**src/rtl/alu_seq.sv**
```systemverilog
// Registered ALU with single-cycle logic/arithmetic ops and iterative multiply/shift.
// A start/ready/done handshake lets the controller stall while a long op is in flight.
module alu_seq #(
    parameter int unsigned W = 16
) (
    input  logic         clk,
    input  logic         reset,
    input  logic         start,
    input  logic [3:0]   oper,
    input  logic [W-1:0] a,
    input  logic [W-1:0] b,
    output logic         ready,
    output logic         done,
    output logic [W-1:0] result,
    output logic         overflow,
    output logic         zero,
    output logic         illegal
);

    localparam int unsigned SW = $clog2(W);
    localparam logic [SW:0] CntMul = W[SW:0];
    localparam logic [SW:0] CntOne = 1;

    typedef enum logic [1:0] {StIdle, StMul, StShift} state_e;

    state_e          state_q, state_d;
    logic [W-1:0]    result_q, result_d;
    logic            overflow_q, overflow_d;
    logic            zero_q, zero_d;
    logic            illegal_q, illegal_d;
    logic            done_q, done_d;
    logic [2*W-1:0]  mcand_q, mcand_d;
    logic [2*W-1:0]  acc_q, acc_d;
    logic [W-1:0]    mplier_q, mplier_d;
    logic [W-1:0]    val_q, val_d;
    logic [SW:0]     cnt_q, cnt_d;
    logic [1:0]      sop_q, sop_d;

    logic [W-1:0]    sum, diff, alu_res;
    logic            alu_ovf, alu_ill;
    logic [SW-1:0]   shamt;
    logic            is_shift;
    logic [2*W-1:0]  acc_nxt;
    logic [W-1:0]    val_nxt;

    assign shamt    = a[SW-1:0];
    assign is_shift = (oper == 4'hB) || (oper == 4'hC) || (oper == 4'hD);
    assign sum      = a + b;
    assign diff     = b - a;
    assign acc_nxt  = acc_q + (mplier_q[0] ? mcand_q : '0);

    // Single-cycle results; shifts land here only when the shift amount is zero.
    always_comb begin
        alu_res = '0;
        alu_ovf = 1'b0;
        alu_ill = 1'b0;
        case (oper)
            4'h0: begin
                alu_res = sum;
                alu_ovf = (a[W-1] == b[W-1]) && (sum[W-1] != a[W-1]);
            end
            4'h1: begin
                alu_res = diff;
                alu_ovf = (b[W-1] != a[W-1]) && (diff[W-1] != b[W-1]);
            end
            4'h2: alu_res = a & b;
            4'h3: alu_res = a | b;
            4'h4: alu_res = a ^ b;
            4'h5: alu_res = a;
            4'h6: alu_res = b;
            4'h7: alu_res = {{(W-1){1'b0}}, (a == b)};
            4'h8: alu_res = {{(W-1){1'b0}}, (a == '0)};
            4'h9: alu_res = {{(W-1){1'b0}}, (b < a)};
            4'hB, 4'hC, 4'hD: alu_res = b;
            4'hE, 4'hF: alu_ill = 1'b1;
            default: alu_res = '0;
        endcase
    end

    // sop holds oper[1:0]: 2'b11 SLL, 2'b00 SRL, 2'b01 SRA.
    always_comb begin
        case (sop_q)
            2'b11:   val_nxt = val_q << 1;
            2'b01:   val_nxt = {val_q[W-1], val_q[W-1:1]};
            default: val_nxt = val_q >> 1;
        endcase
    end

    always_comb begin
        state_d    = state_q;
        result_d   = result_q;
        overflow_d = overflow_q;
        zero_d     = zero_q;
        illegal_d  = illegal_q;
        done_d     = 1'b0;
        mcand_d    = mcand_q;
        acc_d      = acc_q;
        mplier_d   = mplier_q;
        val_d      = val_q;
        cnt_d      = cnt_q;
        sop_d      = sop_q;

        case (state_q)
            StIdle: begin
                if (start) begin
                    if (oper == 4'hA) begin
                        state_d  = StMul;
                        mcand_d  = {{W{1'b0}}, b};
                        mplier_d = a;
                        acc_d    = '0;
                        cnt_d    = CntMul;
                    end else if (is_shift && (shamt != '0)) begin
                        state_d = StShift;
                        val_d   = b;
                        cnt_d   = {1'b0, shamt};
                        sop_d   = oper[1:0];
                    end else begin
                        result_d   = alu_res;
                        overflow_d = alu_ovf;
                        illegal_d  = alu_ill;
                        zero_d     = (alu_res == '0);
                        done_d     = 1'b1;
                    end
                end
            end
            StMul: begin
                acc_d    = acc_nxt;
                mcand_d  = mcand_q << 1;
                mplier_d = mplier_q >> 1;
                cnt_d    = cnt_q - 1'b1;
                if (cnt_q == CntOne) begin
                    state_d    = StIdle;
                    result_d   = acc_nxt[W-1:0];
                    overflow_d = |acc_nxt[2*W-1:W];
                    illegal_d  = 1'b0;
                    zero_d     = (acc_nxt[W-1:0] == '0);
                    done_d     = 1'b1;
                end
            end
            StShift: begin
                val_d = val_nxt;
                cnt_d = cnt_q - 1'b1;
                if (cnt_q == CntOne) begin
                    state_d    = StIdle;
                    result_d   = val_nxt;
                    overflow_d = 1'b0;
                    illegal_d  = 1'b0;
                    zero_d     = (val_nxt == '0);
                    done_d     = 1'b1;
                end
            end
            default: state_d = StIdle;
        endcase
    end

    always_ff @(posedge clk) begin
        if (reset) begin
            state_q    <= StIdle;
            result_q   <= '0;
            overflow_q <= 1'b0;
            zero_q     <= 1'b0;
            illegal_q  <= 1'b0;
            done_q     <= 1'b0;
            mcand_q    <= '0;
            acc_q      <= '0;
            mplier_q   <= '0;
            val_q      <= '0;
            cnt_q      <= '0;
            sop_q      <= '0;
        end else begin
            state_q    <= state_d;
            result_q   <= result_d;
            overflow_q <= overflow_d;
            zero_q     <= zero_d;
            illegal_q  <= illegal_d;
            done_q     <= done_d;
            mcand_q    <= mcand_d;
            acc_q      <= acc_d;
            mplier_q   <= mplier_d;
            val_q      <= val_d;
            cnt_q      <= cnt_d;
            sop_q      <= sop_d;
        end
    end

    assign ready    = (state_q == StIdle);
    assign done     = done_q;
    assign result   = result_q;
    assign overflow = overflow_q;
    assign zero     = zero_q;
    assign illegal  = illegal_q;

endmodule
```
**config.mk**
```make
export PLATFORM = sky130hd
export DESIGN_NAME = alu_seq
export DESIGN_NICKNAME = d
export VERILOG_FILES = /design/src/rtl/alu_seq.sv
export SDC_FILE = /design/constraint.sdc
export NUM_CORES = 1
export LEC_CHECK = 0
export BUFFER_PORTS_ARGS = -buffer_cell sky130_fd_sc_hd__buf_2
export CAP_MARGIN = 20
export CORE_MARGIN = 5
export CORE_UTILIZATION = 24
export DETAILED_ROUTE_END_ITERATION = 12
export SLEW_MARGIN = 20
export SYNTH_ARGS = -nofsm -noshare
export SYNTH_HDL_FRONTEND = slang
export SYNTH_SLANG_ARGS = --single-unit
```
**constraint.sdc**
```tcl
create_clock -name clk -period 3.2 [get_ports clk]
set_input_delay 0.16 -clock clk [delete_from_list [all_inputs] [get_ports clk]]
set_output_delay 0.16 -clock clk [all_outputs]
set_load 0.005 [all_outputs]
```
Word level (Yosys, flattened, before mapping)
Index checks and enable logic that the tools add are counted.
{"block": "totals", "out_inout_bits": 21, "reg_bits": 125, "word_cells": 136}
{"block": "classes", "n_lt_le_gt_ge": 1, "eq_ne": 34, "reduce_logical": 27, "bitwise_logic": 4, "muxes": 54, "n_addsub": 4}
{"operator": "$mux 16", "n": 10}
{"operator": "$mux 32", "n": 5}
{"operator": "$pmux 16 s10", "n": 1}
{"operator": "$pmux 32 s2", "n": 2}
{"operator": "$pmux 16 s2", "n": 3}
{"operator": "$logic_not 16->1", "n": 4}
{"operator": "$pmux 16 s3", "n": 1}
{"operator": "$add 32x32->32", "n": 1}
{"operator": "$eq 4x4->1 const B", "n": 8}
{"operator": "$mux 1", "n": 18}
{"operator": "$add 16x16->16", "n": 1}
{"operator": "$and 16x16->16", "n": 1}
{"operator": "$eq 16x16->1", "n": 1}
{"operator": "$eq 4x3->1 const B", "n": 4}
{"operator": "$lt 16x16->1", "n": 1}
{"operator": "$or 16x16->16", "n": 1}
{"operator": "$reduce_or 16->1", "n": 1}
{"operator": "$sub 16x16->16", "n": 1}
{"operator": "$xor 16x16->16", "n": 1}
{"operator": "$mux 5", "n": 3}
{"operator": "$ne 2x2->1 const B", "n": 5}
{"operator": "$pmux 5 s2", "n": 1}
{"operator": "$reduce_and 3->1", "n": 3}
{"operator": "$eq 4x2->1 const B", "n": 2}
{"operator": "26 further kinds", "n": 45}

Depth between registers and ports, before layout
{"block": "logic_depth", "word_depth": 8, "ltp_mapped": 14}

Worst setup path before layout
OpenSTA, ideal clock, no wires.
{"block": "synth_path", "path_type": "register to register", "startpoint": "register mplier_q[0]", "endpoint": "register overflow_q (netlist: overflow)", "synth_period_minus_slack_ns": 3.452, "n_path_buf": 1, "setup_slack_ns": -0.252, "required_time_ns": 3.063, "arrival_ns": 3.314, "stages_incl_launch_ff": 15, "path_cell_list": "dfxtp_1 -> clkbuf_1 -> and2_1 -> ha_1 -> inv_1 -> fa_1 -> nor2b_1 -> o2111ai_2 -> a211oi_1 -> or2_1 -> a21boi_0 -> xnor2_1 -> or4b_1 -> nor4_1 -> a41oi_1"}
{"block": "synth_via", "elab_chain_len": 5}
{"item": "from (decl)", "line": "34", "rtl": "logic [W-1:0] mplier_q, mplier_d;"}
{"item": "from (signal assigned)", "line": "179", "rtl": "mplier_q <= mplier_d;"}
{"item": "$mux 32", "line": "50", "rtl": "assign acc_nxt = acc_q + (mplier_q[0] ? mcand_q : '0);"}
{"item": "$add 32x32->32", "line": "50"}
{"item": "$reduce_or 16->1", "line": "134", "rtl": "overflow_d = |acc_nxt[2*W-1:W];"}
{"item": "$mux 1", "line": "131", "rtl": "if (cnt_q == CntOne) begin"}
{"item": "$pmux 1 s3", "line": "103", "rtl": "case (state_q)"}
{"item": "to (signal assigned)", "line": "173", "rtl": "overflow_q <= overflow_d;"}
{"item": "to (decl)", "line": "28", "rtl": "logic overflow_q, overflow_d;"}
No other way between the ends. The select of a mux whose other input is x is not followed.
A chain may end at the register's enable or synchronous reset.

Worst setup path in the final report
Same ends and word-level chain as after synthesis.

==> results.json <==
{
  "grt_overflow": 0,
  "place_area_sq_mm": 0.01325,
  "netlist_instances": 1446,
  "drt-vias-per-instance": 5.329,
  "layout-drive-gt1-share_pct": 23.85,
  "clockRootBuffer": "sky130_fd_sc_hd__clkbuf_16",
  "crit_path_setup_slack_layout_ns": -0.03394,
  "layout.cell_area.non_filler_sq_mm": 0.01410,
  "hold_viol": 0,
  "final_common_cell": "sky130_fd_sc_hd__buf_4",
  "timing_worst_setup_path_type": "reg2reg",
  "combPwrFrac_pct": 29.4,
  "place_hpwl_um": 33500,
  "cts_tree": "built",
  "yosysWarnings": 0,
  "timing.final.crit_share_pct": 101.1,
  "wirelength_per_cell_um": 18.91,
  "avgSynthCellArea_sq_um": 7.411,
  "crit_path_end_kind": "register",
  "seqCellArea_sq_mm": 0.002507,
  "critPathArrivalTime_ns": 3.55,
  "finish.net_count": 1788,
  "final.hold.worst_slack_ns": 0.04039,
  "timing.final.setup_violations": 1,
  "clkSinkCount": 125,
  "synth_enable_flop_cells": 0,
  "synth_top_flop_cell": "sky130_fd_sc_hd__dfxtp_1",
  "max_transition_margin_pct": 28.89,
  "maxCapViolations": 0,
  "detail_route.first_pass.iterations": 7,
  "1st_iter_drt_viols": 1252,
  "finalClockSkew_ns": 0.01271,
  "worst_skew_pair.late_latency_ns": 0.45,
  "rsz_0062_raised_after_global_routing": "true",
  "peakVddDrop_uv": 321.1,
  "fp.coreArea_sq_mm": 0.04422,
  "synth_cell_types": 89,
  "die_h_um": 221.3,
  "async_set_or_reset_register_ratio_after_synthesis_pct": 0,
  "seq_power_share_pct": 33.4,
  "synth_area_sq_mm": 0.01072,
  "synth_seq_area_share_pct": 23.35,
  "area_overhead_of_the_layout_relative_to_synthesis_pct": 31.54,
  "grt.total_usage_pct": 16.75,
  "switchingPower_w": 0.001850,
  "outcome": "finished with violations",
  "worst_slew_pin_slew_ns": 1.067,
  "p_int_w": 0.003319,
  "path_max_fanout": 7,
  "clock_power_share_pct": 37.1,
  "min-delay-path-class": "in2reg",
  "pin_count_of_the_biggest_net_entering_global_routing": 104,
  "post-route-min-period_ns": 3.234,
  "global_route_wire_length_before_repair_um": 66070,
  "via_count_of_the_first_global_routing_pass": 11490,
  "drc": 0,
  "fillCellCount": 4723,
  "antenna_found_initial": 1,
  "gp_congestion": 0.9213,
  "buffer_ports.inserted": 59,
  "cts_hold_buf": 0,
  "failed_checks": "setup timing",
  "mostFrequentLayoutCells": "sky130_fd_sc_hd__buf_4 (234), sky130_fd_sc_hd__nor2_1 (153), sky130_fd_sc_hd__a21oi_1 (137), sky130_fd_sc_hd__nand2_1 (135), sky130_fd_sc_hd__dfxtp_1 (123)",
  "total_area_of_multi_input_combinational_cells_sq_mm": 0.007939,
  "clock_tree.buffer_depth": 2,
  "postSynthNetCount": 1574,
  "core.rowCount": 77,
  "preCtsSetupSlack_ns": -0.2368,
  "floorplan.initialDensity_pct": 24.23,
  "ctsHtreeMaxLevel": 4,
  "max_freq_mhz": 309.2,
  "dieArea_sq_mm": 0.04898,
  "timing.critical_path.required_ns": 3.52,
  "postRouteAntennaNets": 0,
  "floorplan.die.width_um": 221.3,
  "numPlacedInstances": 2230,
  "n_antenna_cell": 0,
  "leakage_nw": 5.796,
  "slew_viol_final": 0,
  "routed_wirelength_um": 42830,
  "tritoncts.num_buffers": 17,
  "switching_share_pct": 35.79,
  "i_o_pin_count": 60,
  "setup.worst_path.start_class": "register",
  "power.density_mw_per_mm2": 366.7,
  "clk_pin_slew_worst_paths_ns": 0.07,
  "post_layout_nonfiller_instances": 2265,
  "via_count": 12070,
  "finalCoreUtilization_pct": 31.88,
  "ys_ff_latch": 125
}
## worst paths after layout
check        cells past startpoint         from  slack (ns)    endpoint
min                              2        reset        0.04    val_q[2]
max                             13  mplier_q[0]       -0.03    overflow
max reg2reg                     13  mplier_q[0]       -0.03    overflow
min reg2reg                      2   result[11]        0.45  result[11]
## layer usage
metal	global-route usage (%)	vias to the layer above	routed length (um)
li1	-	5754	-
met4	4.282	2	932
met5	0	-	20
met3	3.856	62	3006
met1	22.57	5821	19460
met2	27.13	432	19410
## Yosys cell counts, types with 17 or more instances
cell type | n | area, sq um
sky130_fd_sc_hd__nor2_1 | 153 | 574.3
sky130_fd_sc_hd__nand3_1 | 53 | 265.3
sky130_fd_sc_hd__inv_1 | 67 | 251.5
sky130_fd_sc_hd__o211ai_1 | 29 | 217.7
sky130_fd_sc_hd__nand2_1 | 135 | 506.7
sky130_fd_sc_hd__a21o_1 | 19 | 142.6
sky130_fd_sc_hd__dfxtp_1 | 125 | 2502
sky130_fd_sc_hd__nor3_1 | 19 | 95.09
sky130_fd_sc_hd__a21oi_1 | 145 | 725.7
sky130_fd_sc_hd__nand2b_1 | 17 | 106.4
sky130_fd_sc_hd__and2_1 | 37 | 231.5
sky130_fd_sc_hd__a211oi_1 | 60 | 450.4
sky130_fd_sc_hd__o21ai_0 | 52 | 260.3
sky130_fd_sc_hd__nand4_1 | 20 | 125.1
sky130_fd_sc_hd__ha_1 | 86 | 1076
sky130_fd_sc_hd__clkbuf_1 | 89 | 334.1
sky130_fd_sc_hd__mux2i_1 | 53 | 530.5
## cell families (layout without fill, tap and decap cells)
| family | Yosys count | count (layout) | share of synthesized area, % |
|---|---|---|---|
| simple gates | 513 | 513 | 22.97 |
| compound gates | 472 | 472 | 29.99 |
| buf+inv | 168 | 395 | 5.966 |
| flops | 125 | 125 | 23.35 |
| fa+ha+maj | 89 | 89 | 10.60 |
| mux | 55 | 55 | 5.161 |
| xor+xnor | 24 | 24 | 1.962 |
## state kept, by name, summed over array words and instances (netlist names)
name and count:
acc_q 32, cnt_q 5, done 1, illegal 1, mcand_q 32, mplier_q 16, overflow 1, result 16
sop_q 2, state_q 2, val_q 16, zero 1
## critical path, cell delays in order (launching register included)
cell and delay, ns:
sky130_fd_sc_hd__dfxtp_4 0.36, sky130_fd_sc_hd__and2_4 0.15, sky130_fd_sc_hd__ha_4 0.15, sky130_fd_sc_hd__inv_2 0.05
sky130_fd_sc_hd__fa_2 0.22, sky130_fd_sc_hd__nor2b_4 0.06, sky130_fd_sc_hd__o2111ai_4 0.24, sky130_fd_sc_hd__a21oi_2 0.11
sky130_fd_sc_hd__o31a_1 0.33, sky130_fd_sc_hd__or3_4 0.39, sky130_fd_sc_hd__a221oi_2 0.27, sky130_fd_sc_hd__or4b_4 0.50
sky130_fd_sc_hd__nor4_4 0.15, sky130_fd_sc_hd__a41oi_1 0.14
## stage by stage
stage,power (W),setup TNS (ns)
2_1_floorplan,0.002567,-0.04881
3_5_place_dp,0.003251,-0.5129
6_report,0.005169,-0.03394
3_3_place_gp,0.003238,-0.4153
4_1_cts,0.005175,-0.03670
5_1_grt,0.005404,-0.2761
## power groups by stage
stage          sequential [W]  combinational, W  clock, W
6_report              0.00173           0.00152   0.00192
5_1_grt               0.00174           0.00165   0.00201
3_5_place_dp          0.00176           0.00149         0
2_1_floorplan         0.00173          0.000833         0
3_3_place_gp          0.00176           0.00148         0
4_1_cts               0.00173           0.00150   0.00195
## repair_timing
item,4_1_cts,5_1_grt
pin swaps,10,9
setup buffers,3,0
resized for setup,24,24
setup endpoints to repair,4,8
gates cloned,0,0
## final cells by class
type | count | share of cell area, %
Multi-Input combinational cell | 1153 | 56.32
Sequential cell | 125 | 17.79
Timing Repair Buffer | 295 | 14.82
Tap cell | 592 | 5.255
Clock buffer | 18 | 3.045
Inverter | 68 | 1.811
Clock inverter | 14 | 0.9586
Note: power is estimated with default switching activity, not from simulation.
